## src/rtl/exc_ctrl_if.sv

```systemverilog
// Exception controller bus: decode-stage requests, CP0 status/target in,
// CP0 pulses and pipeline control out.
interface exc_ctrl_if;
    logic        id_valid;
    logic [31:0] id_pc;
    logic        syscall;
    logic        brk;
    logic        teq_trap;
    logic        eret_req;
    logic [3:0]  irq;
    logic [31:0] status;
    logic [31:0] exc_addr;
    logic        pipe_busy;
    logic        exception;
    logic        eret;
    logic [4:0]  cause;
    logic [31:0] epc;
    logic        stall;
    logic        flush;
    logic        pc_redirect;
    logic [31:0] redirect_addr;

    // Pipeline/CP0 side drives requests and observes control outputs.
    modport master (
        output id_valid, id_pc, syscall, brk, teq_trap, eret_req, irq, status, exc_addr,
               pipe_busy,
        input  exception, eret, cause, epc, stall, flush, pc_redirect, redirect_addr
    );

    // Exception controller side.
    modport slave (
        input  id_valid, id_pc, syscall, brk, teq_trap, eret_req, irq, status, exc_addr,
               pipe_busy,
        output exception, eret, cause, epc, stall, flush, pc_redirect, redirect_addr
    );
endinterface

```

## src/rtl/exc_ctrl.sv

```systemverilog
// Exception/ERET sequencer: accepts a decode-stage request, drains older
// instructions, pulses CP0 and flushes, then redirects the PC.
// Optional interrupt path enabled by defining EXC_CTRL_IRQ_EN.
module exc_ctrl (
    input  logic       clk,
    input  logic       rst,
    exc_ctrl_if.slave  bus
);
    localparam logic [1:0] StIdle     = 2'd0;
    localparam logic [1:0] StDrain    = 2'd1;
    localparam logic [1:0] StRaise    = 2'd2;
    localparam logic [1:0] StRedirect = 2'd3;

    localparam logic KindExc = 1'b0;
    localparam logic KindRet = 1'b1;

    logic [1:0]  state_q, state_d;
    logic        kind_q, kind_d;
    logic        irq_kind_q, irq_kind_d;   // current sequence is an interrupt
    logic [4:0]  cause_q, cause_d;
    logic [31:0] epc_q, epc_d;
    logic [31:0] redir_q, redir_d;

    logic        accept;
    logic        acc_ret;
    logic        acc_irq;
    logic [4:0]  acc_code;
    logic        pend_any;
    logic        unused_status;

    assign unused_status = ^bus.status[31:4];

`ifdef EXC_CTRL_IRQ_EN
    logic [3:0] irq_pend_q, irq_pend_d;

    assign pend_any = |irq_pend_q;

    // Sticky pending interrupts; new edges survive the clearing RAISE cycle.
    always_comb begin
        irq_pend_d = irq_pend_q | bus.irq;
        if (state_q == StRaise && irq_kind_q) begin
            irq_pend_d = bus.irq;
        end
    end

    // Pending interrupt register.
    always_ff @(posedge clk or posedge rst) begin
        if (rst) irq_pend_q <= 4'd0;
        else     irq_pend_q <= irq_pend_d;
    end
`else
    logic unused_irq;

    assign pend_any   = 1'b0;
    assign unused_irq = ^bus.irq;
`endif

    // Fixed-priority request decode, only while idle.
    always_comb begin
        accept   = 1'b0;
        acc_ret  = 1'b0;
        acc_irq  = 1'b0;
        acc_code = cause_q;
        if (state_q == StIdle && bus.id_valid) begin
            if (bus.eret_req) begin
                accept  = 1'b1;
                acc_ret = 1'b1;
            end else if (bus.syscall && bus.status[1]) begin
                accept   = 1'b1;
                acc_code = 5'd8;
            end else if (bus.brk && bus.status[2]) begin
                accept   = 1'b1;
                acc_code = 5'd9;
            end else if (bus.teq_trap && bus.status[3]) begin
                accept   = 1'b1;
                acc_code = 5'd13;
            end else if (pend_any && bus.status[0]) begin
                accept   = 1'b1;
                acc_irq  = 1'b1;
                acc_code = 5'd0;
            end
        end
    end

    // Sequencer next state and captured CP0 values.
    always_comb begin
        state_d    = state_q;
        kind_d     = kind_q;
        irq_kind_d = irq_kind_q;
        cause_d    = cause_q;
        epc_d      = epc_q;
        redir_d    = redir_q;
        unique case (state_q)
            StIdle: begin
                if (accept) begin
                    state_d    = StDrain;
                    kind_d     = acc_ret ? KindRet : KindExc;
                    irq_kind_d = acc_irq;
                    cause_d    = acc_code;
                    epc_d      = bus.id_pc;
                end
            end
            StDrain: begin
                if (!bus.pipe_busy) state_d = StRaise;
            end
            StRaise: begin
                redir_d = bus.exc_addr;
                state_d = StRedirect;
            end
            StRedirect: begin
                state_d = StIdle;
            end
            default: state_d = StIdle;
        endcase
    end

    // State registers; reset aborts any sequence immediately.
    always_ff @(posedge clk or posedge rst) begin
        if (rst) begin
            state_q    <= StIdle;
            kind_q     <= KindExc;
            irq_kind_q <= 1'b0;
            cause_q    <= 5'd0;
            epc_q      <= 32'd0;
            redir_q    <= 32'd0;
        end else begin
            state_q    <= state_d;
            kind_q     <= kind_d;
            irq_kind_q <= irq_kind_d;
            cause_q    <= cause_d;
            epc_q      <= epc_d;
            redir_q    <= redir_d;
        end
    end

    // Outputs decoded from state; stall also covers the accept cycle.
    always_comb begin
        bus.stall         = accept || (state_q != StIdle);
        bus.flush         = (state_q == StRaise);
        bus.exception     = (state_q == StRaise) && (kind_q == KindExc);
        bus.eret          = (state_q == StRaise) && (kind_q == KindRet);
        bus.pc_redirect   = (state_q == StRedirect);
        bus.cause         = cause_q;
        bus.epc           = epc_q;
        bus.redirect_addr = redir_q;
    end
endmodule
```

## src/flat_wrapper.sv

```systemverilog
// flat-port wrapper written by rule: the top's interface ports become plain ports
module exc_ctrl_flat 
  (clk, rst, bus_id_valid, bus_id_pc, bus_syscall, bus_brk, bus_teq_trap, bus_eret_req, bus_irq, bus_status, bus_exc_addr, bus_pipe_busy, bus_exception, bus_eret, bus_cause, bus_epc, bus_stall, bus_flush, bus_pc_redirect, bus_redirect_addr);
  exc_ctrl_if bus_i ();
  input  logic clk;
  input  logic rst;
  input wire logic [$bits(bus_i.id_valid)-1:0] bus_id_valid;
  input wire logic [$bits(bus_i.id_pc)-1:0] bus_id_pc;
  input wire logic [$bits(bus_i.syscall)-1:0] bus_syscall;
  input wire logic [$bits(bus_i.brk)-1:0] bus_brk;
  input wire logic [$bits(bus_i.teq_trap)-1:0] bus_teq_trap;
  input wire logic [$bits(bus_i.eret_req)-1:0] bus_eret_req;
  input wire logic [$bits(bus_i.irq)-1:0] bus_irq;
  input wire logic [$bits(bus_i.status)-1:0] bus_status;
  input wire logic [$bits(bus_i.exc_addr)-1:0] bus_exc_addr;
  input wire logic [$bits(bus_i.pipe_busy)-1:0] bus_pipe_busy;
  output wire logic [$bits(bus_i.exception)-1:0] bus_exception;
  output wire logic [$bits(bus_i.eret)-1:0] bus_eret;
  output wire logic [$bits(bus_i.cause)-1:0] bus_cause;
  output wire logic [$bits(bus_i.epc)-1:0] bus_epc;
  output wire logic [$bits(bus_i.stall)-1:0] bus_stall;
  output wire logic [$bits(bus_i.flush)-1:0] bus_flush;
  output wire logic [$bits(bus_i.pc_redirect)-1:0] bus_pc_redirect;
  output wire logic [$bits(bus_i.redirect_addr)-1:0] bus_redirect_addr;
  assign bus_i.id_valid = bus_id_valid;
  assign bus_i.id_pc = bus_id_pc;
  assign bus_i.syscall = bus_syscall;
  assign bus_i.brk = bus_brk;
  assign bus_i.teq_trap = bus_teq_trap;
  assign bus_i.eret_req = bus_eret_req;
  assign bus_i.irq = bus_irq;
  assign bus_i.status = bus_status;
  assign bus_i.exc_addr = bus_exc_addr;
  assign bus_i.pipe_busy = bus_pipe_busy;
  assign bus_exception = bus_i.exception;
  assign bus_eret = bus_i.eret;
  assign bus_cause = bus_i.cause;
  assign bus_epc = bus_i.epc;
  assign bus_stall = bus_i.stall;
  assign bus_flush = bus_i.flush;
  assign bus_pc_redirect = bus_i.pc_redirect;
  assign bus_redirect_addr = bus_i.redirect_addr;
  exc_ctrl u_core (.clk(clk), .rst(rst), .bus(bus_i));
endmodule
```

## config.mk

```make
export PLATFORM = sky130hd
export DESIGN_NAME = exc_ctrl_flat
export DESIGN_NICKNAME = d
export VERILOG_FILES = /design/src/rtl/exc_ctrl_if.sv /design/src/rtl/exc_ctrl.sv /design/src/flat_wrapper.sv
export SDC_FILE = /design/constraint.sdc
export NUM_CORES = 1
export LEC_CHECK = 0
export CORE_ASPECT_RATIO = 1.2
export CORE_UTILIZATION = 23
export DETAILED_ROUTE_END_ITERATION = 10
export PLACE_DENSITY = 0.63
export SYNTH_ARGS = -nofsm -noshare
export SYNTH_HDL_FRONTEND = slang
export SYNTH_SLANG_ARGS = --single-unit
```

## constraint.sdc

```tcl
create_clock -name clk -period 3.6 [get_ports clk]
set_clock_uncertainty 0.15 [all_clocks]
set_input_delay 0.54 -clock clk [delete_from_list [all_inputs] [get_ports clk]]
set_output_delay 0.54 -clock clk [all_outputs]
set_load 0.1 [all_outputs]
```

==> results_dict.tcl <==
set metrics [dict create \
    cts_sinks 70 \
    yosys.area_share.simple_pct 2.08 \
    hold_class "reg2reg" \
    grt_max_degree 39 \
    routedWlPerCell_um 13.9 \
    startpoint_type "primary input" \
    finalCritPeriodShare_pct 74.1 \
    pin_count 182 \
    max_cap_violations 0 \
    cpPeakStageDelay_ns 0.42 \
    crit_type "in2out" \
    core_sq_mm 0.0122 \
    start_util_pct 23.7 \
    ys_seq_elements 70 \
    synth.area.mux_share_pct 29.6 \
    routed_via_density 4.01 \
    setup_viol 0 \
    fin_ws_ns 0.934 \
    fillCellCount 1158 \
    drt_iter0_markers 50 \
    overflow 0 \
    gp_congestion 0.726 \
    ctsRootBufferMaster "clkbuf_16" \
    fp.dieH_um 125 \
    synth_compound_area_share_pct 2.60 \
    numCtsBuffers 9 \
    antenna_found_initial 0 \
    drive_gt1_share_pct 28.1 \
    hpwl_um 5080 \
    rsz0062_at_grt "no" \
    netlist_area_sq_mm 0.00289 \
    syn_avg_cell_area_sq_um 16.4 \
    cts_post_setup_buffers_inserted 0 \
    synth_cells 176 \
    dieArea_sq_mm 0.0130 \
    rows 44 \
    die_x_um 104 \
    postCtsHoldBufs 0 \
    dr.pass1.iters 4 \
    layout_common_cells "141 x clkdlybuf4s50_1, 70 x dfrtp_1, 35 x mux2_2" \
    pre_cts_slack_ns 0.932 \
    clock_latency_ns 0.32 \
    area_growth_pct 68.6 \
    max_slew_margin_pct 33.2 \
    cts-resized-gates 0 \
    portBuffers 146 \
    yosys_warnings 0 \
    critPathMaxFanout 5 \
    cp_cell_sequence "clkdlybuf4s50_1 > a222oi_1 > buf_4 > nand2_1 > a21bo_2 > buf_12" \
    synth_top_family_by_area "multiplexers" \
    crit_arrival_ns 1.98 \
    drc 0 \
    antenna_left 0 \
    final_common_cell "clkdlybuf4s50_1" \
    fmax_mhz 375 \
    hold_violations 0 \
    grt.total_usage_pct 11.3 \
    grt_pass1_wl_um 11300 \
    cts_buffer_depth 2 \
    yosysSeqAreaShare_pct 60.7 \
    cts_tree "done" \
    clk_pin_slew_ns 0.05 \
    cp-end-kind "output pin" \
    status "complete, no violations" \
    slew_violations 0 \
    diodes 0 \
    synth-xor-area-share_pct 0 \
    crit_required_ns 2.91 \
    layout_min_cycle_time_ns 2.67 \
    slowest_stage "clkdlybuf4s50_1" \
    via_count 1987 \
    holdWs_ns 0.350 \
    fin_tns_setup_ns 0 \
    worst_slew_pin_slew_ns 0.998 \
    nets 442 \
    ys_types 25 \
    drt_wl_total_um 6890 \
    grt_pass1_vias 2120 \
    synthAdderAreaFrac_pct 2.17 \
    h-tree-depth 3 \
]
[cells by family after synthesis]
kind of cell	count (synthesis)
flip-flops	70
other	1
AND/OR/NAND/NOR	12
multiplexers	66
AO/OA/AOI/OAI	9
adder cells (fa/ha/maj)	5
buffers and inverters	13
[sequential cells by signal, indices dropped and copies added (netlist names)]
register                  count
u_core.bus.epc               32
u_core.state_q                2
u_core.kind_q                 1
u_core.bus.cause              3
u_core.bus.redirect_addr     32
[cell usage after synthesis, drive strengths merged]
cell,count,area share (%)
a22oi,1,0.26
a21bo,1,0.35
nor2b,2,0.43
ha,5,2.2
o21ai,2,0.35
or2,1,0.22
conb,1,0.13
nand2,4,0.52
mux2i,1,0.35
buf,7,2.0
o32a,2,0.69
nor2,1,0.13
mux2,65,29
nor3,2,0.35
clkbuf,2,0.26
a222oi,1,0.35
and2,2,0.43
a311oi,1,0.30
inv,4,0.52
a21oi,1,0.30
dfrtp,70,61
[path summary, 6_finish.rpt]
kind / from / end / slack [ns] / depth (start not counted)
setup / recovery: bus_teq_trap / bus_stall / 0.93 / 6
hold reg to reg: u_core.bus.cause[3] / u_core.bus.cause[3] / 0.35 / 1
min in group asynchronous: rst / u_core.bus.redirect_addr[14] / 0.51 / 2
max in group asynchronous: rst / u_core.bus.epc[28] / 2.11 / 3
hold / removal: u_core.bus.cause[3] / u_core.bus.cause[3] / 0.35 / 1
setup reg to reg: u_core.state_q[0] / u_core.bus.epc[30] / 1.34 / 6
[area by class of cell]
type | instances | area [sq um] | share of cell area (%)
Sequential cell | 70 | 1750 | 36.0
Timing Repair Buffer | 150 | 1540 | 31.7
Clock buffer | 12 | 256 | 5.27
Inverter | 4 | 15.0 | 0.309
Clock inverter | 4 | 30.0 | 0.617
Multi-Input combinational cell | 94 | 1070 | 22.0
Tap cell | 161 | 201 | 4.14
[metrics by stage]
step | std cells | area (sq um) | utilization (%)
after global routing | 495 | 4870 | 40.0
after detailed placement | 479 | 4580 | 37.6
final | 495 | 4870 | 40.0
after CTS | 495 | 4870 | 40.0
after global placement | 479 | 4580 | 37.6
after floorplan | 177 | 2890 | -
[layer usage]
layer	GRT usage, %	part of all wire [%]	up-vias
met4	5.80	1.8	0
li1	-	-	923
met5	0	0	-
met2	19.4	53	68
met3	2.30	4.4	9
met1	13.2	41	987
[critical path: cells and delay by family]
family	cells	cell delay, ns
compound gates	2	0.58
buf+inv	3	0.79
simple gates	1	0.05
Power is left out: the tool's default activity adds up to more than one toggle a clock period on the data nets, which glitch-free logic cannot reach.
